$ cat src/rtl/id_ex_stage.sv
// Elastic decode-to-execute pipeline register with optional two-entry skid buffer.
// Invalid entries always present all-zero control so bubbles can never commit side effects.
module id_ex_stage #(
    parameter int DATA_W = 160,
    parameter int CTRL_W = 16,
    parameter bit SKID   = 1'b1
) (
    input  logic              clk,
    input  logic              reset,
    input  logic              in_valid,
    output logic              in_ready,
    input  logic [DATA_W-1:0] in_data,
    input  logic [CTRL_W-1:0] in_ctrl,
    input  logic              flush,
    output logic              out_valid,
    input  logic              out_ready,
    output logic [DATA_W-1:0] out_data,
    output logic [CTRL_W-1:0] out_ctrl,
    output logic [1:0]        occupancy
);

    typedef enum logic [1:0] {
        EMPTY = 2'd0,
        ONE   = 2'd1,
        FULL  = 2'd2
    } state_e;

    state_e state_q, state_d;

    logic [DATA_W-1:0] main_data_q, main_data_d;
    logic [CTRL_W-1:0] main_ctrl_q, main_ctrl_d;
    logic [DATA_W-1:0] skid_data_q, skid_data_d;
    logic [CTRL_W-1:0] skid_ctrl_q, skid_ctrl_d;

    logic main_v;
    logic skid_v;
    logic in_xfer;
    logic out_xfer;

    assign main_v = (state_q != EMPTY);
    assign skid_v = (state_q == FULL);

    // With the skid buffer, ready depends only on registered state.
    assign in_ready = SKID ? !skid_v : (!main_v || out_ready);

    assign in_xfer  = in_valid && in_ready;
    assign out_xfer = main_v && out_ready;

    always_comb begin
        state_d     = state_q;
        main_data_d = main_data_q;
        main_ctrl_d = main_ctrl_q;
        skid_data_d = skid_data_q;
        skid_ctrl_d = skid_ctrl_q;

        if (flush) begin
            state_d     = EMPTY;
            main_ctrl_d = '0;
            skid_ctrl_d = '0;
        end else begin
            unique case (state_q)
                EMPTY: begin
                    if (in_xfer) begin
                        state_d     = ONE;
                        main_data_d = in_data;
                        main_ctrl_d = in_ctrl;
                    end
                end
                ONE: begin
                    if (in_xfer && out_xfer) begin
                        main_data_d = in_data;
                        main_ctrl_d = in_ctrl;
                    end else if (in_xfer && SKID) begin
                        state_d     = FULL;
                        skid_data_d = in_data;
                        skid_ctrl_d = in_ctrl;
                    end else if (out_xfer) begin
                        state_d     = EMPTY;
                        main_ctrl_d = '0;
                    end
                end
                FULL: begin
                    if (out_xfer) begin
                        state_d     = ONE;
                        main_data_d = skid_data_q;
                        main_ctrl_d = skid_ctrl_q;
                        skid_ctrl_d = '0;
                    end
                end
                default: begin
                    state_d     = EMPTY;
                    main_ctrl_d = '0;
                    skid_ctrl_d = '0;
                end
            endcase
        end
    end

    always_ff @(posedge clk or negedge reset) begin
        if (!reset) begin
            state_q     <= EMPTY;
            main_data_q <= '0;
            main_ctrl_q <= '0;
            skid_data_q <= '0;
            skid_ctrl_q <= '0;
        end else begin
            state_q     <= state_d;
            main_data_q <= main_data_d;
            main_ctrl_q <= main_ctrl_d;
            skid_data_q <= skid_data_d;
            skid_ctrl_q <= skid_ctrl_d;
        end
    end

    assign out_valid = main_v;
    assign out_data  = main_data_q;
    assign out_ctrl  = main_v ? main_ctrl_q : '0;
    assign occupancy = {1'b0, main_v} + {1'b0, skid_v};

endmodule

$ cat config.mk
export PLATFORM = sky130hd
export DESIGN_NAME = id_ex_stage
export DESIGN_NICKNAME = d
export VERILOG_FILES = /design/src/rtl/id_ex_stage.sv
export SDC_FILE = /design/constraint.sdc
export NUM_CORES = 1
export LEC_CHECK = 0
export CAP_MARGIN = 40
export CORE_MARGIN = 1.5
export CORE_UTILIZATION = 50
export DETAILED_ROUTE_END_ITERATION = 12
export GPL_TIMING_DRIVEN = 1
export PLACE_DENSITY_LB_ADDON = 0.3
export SLEW_MARGIN = 20
export SYNTH_ARGS = -nofsm -noshare
export SYNTH_HDL_FRONTEND = slang
export SYNTH_SLANG_ARGS = --single-unit
export TNS_END_PERCENT = 5
$ cat constraint.sdc
create_clock -name clk -period 2.4 [get_ports clk]
set_input_delay 0.24 -clock clk [delete_from_list [all_inputs] [get_ports clk]]
set_output_delay 0.24 -clock clk [all_outputs]
set_load 0.1 [all_outputs]
==> impl_results.md <==
* Max Slew Vio Count at 0
* Clk pin slew, worst setup/hold paths at 0.06 ns
* Sequential area share after synthesis at 56.7%
* Top cell type's share of synthesized area at 56.7%
* Clk buf depth at 3
* Unrepaired setup endpoints after global routing: no
* Peak fanout along the critical path at 26
* Post-Syn Nets at 1,561
* Pre-Repair DR Iteration Count at 5
* Post-CTS setup buffer count at 0
* CP Class: reg -> out
* Buf/Inv on CP at 3
* I/O Buffers at 360
* Smallest hold slack at 0.286 ns
* Antenna Violating Nets Remaining at 0
* H-tree depth at 2
* IO Count at 361
* R2r setup slk at 0.38 ns
* Met2 routed WL at 18,800 um
* Worst stage delay on the critical path at 0.49 ns
* Largest net degree at the start of global routing at 92
* Via count at 11,300
* Num Clock Sinks at 354
* Initial antenna violation count at 2
* Number of flops mapped to enable cells by yosys at 0
* Total grt overflow at 0
* CP Launch Type: flop
* Syn Inst Count at 1,379
* Worst Tran Pin Value at 0.599 ns
* Arrival @ worst endpoint at 2.01 ns
* Status: finished, final reports clean
* Syn avg cell area at 11.3 um2
* Yosys reg bits at 354
* FF-to-FF End: out_data[100]
* Vias in the first global route at 11,700
* Die area at 0.0323 mm2
* Clk_lat worst skew at 0.51 ns
* Met3 wire length at 2280 um
* Area contributors post-synth: dfrtp_1 (57%), mux2_1 (14%), nand2_1 (12%)
* Die X at 180 um
* Core area at 0.0307 mm2
* Final #Nets at 1,925
* Ys async rst share at 100%
* Final Instance Area at 0.0206 mm2
* CTS tree: built
* Drc violations at 0
* Die Y at 180 um
* Ys flop type: dfrtp_1
* Routed wire per std cell at 17.8 um
* Min cycle time layout at 2.25 ns
* Worst-path cell chain: nand2b_4 > buf_4 > buf_6 > buf_12
* Number of DRC markers in iteration 0 at 624
* Fraction of layout cells with a size suffix above 1 at 23.9%
* First-pass GRT wire length at 62,100 um
* Critical path required time at 2.16 ns
* Vias per inst at 5.24
* Synth area leader: dfrtp_1
* CP endpoint kind: primary output
* GRT Util Overall at 23.7%
* Initial Util at 50.9%
* Area grow syn2layout at 32.2%
* Final-report setup violation count at 0
* Worst vdd ir at 0.00102 V
* Worst r2r src: state_q[0]
* Post-Route M1 WL at 16,600 um
* Relative slew slack at 60.1%
* Synth Warn # at 0
* Overall routed net length at 38,500 um
* Max Used Layer: met4
* Yosys cell types at 30
* Final count of hold timing violations at 0
* # rows at 64
* Pleak at 9.85 nW
* DPL Wire Length at 26,000 um
* Count leader, synth: nand2_1
* Placed inst area at 0.0194 mm2
* HP Class: in -> async
* CP delay by family, top: buffers and inverters
* Synth cell count leaders: nand2_1 (513), dfrtp_1 (354), mux2_1 (189), mux2_2 (131), buf_2 (30)
* F_max at 0.444 GHz
* Root Driver: clkbuf_16
* GPL Wtd Cong at 0.769
* Post-Syn Area at 0.0156 mm2
* Fillers at 2,309
* Fin crit share at 93.9%
* PD cells at 1110 mW/mm2
* Worst path slowest cell: dfrtp_2
* # Max-Cap Violations at 0
* FF-to-FF path depth at 6
* CTS buffer count at 38
* Utilization after layout at 67.3%
* Clock skew at 0.0105 ns
-- worst max-delay path by stage --
stage,startpoint,end,slack [ns],cells after the start
after floorplan,state_q[1],occupancy[0],-0.02,6
after global placement,out_ready,out_data[89],0.26,7
after detailed placement,out_ready,out_data[19],0.26,7
after CTS,state_q[0],occupancy[0],0.13,5
after global routing,state_q[0],in_ready,0.06,4
final,state_q[0],in_ready,0.15,4
-- repair_timing --
item                                   CTS  global route
setup endpoints to repair                1             0
resized for setup                        2             0
endpoints found under the hold margin   55             0
hold buffers                             1             0
-- kinds of logic (layout without fill, tap and decap cells) --
| kind of cell | Yosys count | count (layout) | synth area share [%] |
|---|---|---|---|
| multiplexers | 337 | 337 | 24.2 |
| other | 0 | 2 | 0 |
| AND/OR/NAND/NOR | 541 | 541 | 13.5 |
| buffers and inverters | 103 | 490 | 3.68 |
| flip-flops | 354 | 354 | 56.7 |
| XOR/XNOR | 1 | 1 | 0.0561 |
| AO/OA/AOI/OAI | 42 | 42 | 1.78 |
| adder cells (fa/ha/maj) | 1 | 1 | 0.0801 |
-- where the power goes --
group          total (mW)  internal (mW)  switching (mW)  leakage [nW]
Sequential           8.61           7.65           0.957          4.31
Combinational        8.64           2.39            6.25          4.95
Clock                5.65           3.37            2.27         0.591
Total                22.9           13.4            9.48          9.85
-- layer usage --
| metal | GRT usage, % | vias up |
|---|---|---|
| met4 | 5.93 | 0 |
| met2 | 39.0 | 352 |
| met1 | 32.3 | 5685 |
| li1 | - | 5248 |
| met5 | 0 | - |
| met3 | 4.60 | 57 |
-- flip-flops by register name, indices dropped and copies added, names as in the netlist --
name,cells
main_ctrl_q,16
skid_data_q,160
out_data,160
skid_ctrl_q,16
state_q,2
-- final cells by class --
type	instances	area [um2]	area share, %
flip-flops and latches	354	8860	42.9
multi-input cells	922	6230	30.2
repair buffers	406	3770	18.2
clock buffers	61	1190	5.77
well taps	396	495	2.40
inverters	21	91.3	0.442
clock inverters	2	10.0	0.0485
diodes	2	5.00	0.0242
-- metrics by stage --
step	worst slack, ns	power, mW	TNS [ns]	std cells
3_3_place_gp	0.262	17.1	0	2097
2_1_floorplan	-0.0161	15.0	-0.0161	1379
3_5_place_dp	0.255	17.4	0	2098
4_1_cts	0.126	23.0	0	2162
5_1_grt	0.0596	23.7	0	2164
6_report	0.146	22.9	0	2164
-- cell usage in the layout (no fill, tap or decap), types with 3 or more instances in the layout --
cell type | netlist | final
mux2_2 | 131 | 131
mux2i_1 | 17 | 17
clkbuf_1 | 26 | 11
a22oi_1 | 16 | 16
dfrtp_1 | 354 | 353
clkbuf_8 | 0 | 9
nand2_1 | 513 | 513
a21oi_1 | 3 | 3
nor2b_1 | 18 | 18
mux2_1 | 189 | 189
buf_12 | 0 | 19
clkbuf_16 | 0 | 41
clkdlybuf4s50_1 | 0 | 179
inv_1 | 20 | 18
o21ai_0 | 17 | 17
buf_4 | 4 | 204
No activity file was read; power rests on OpenSTA's default activity.
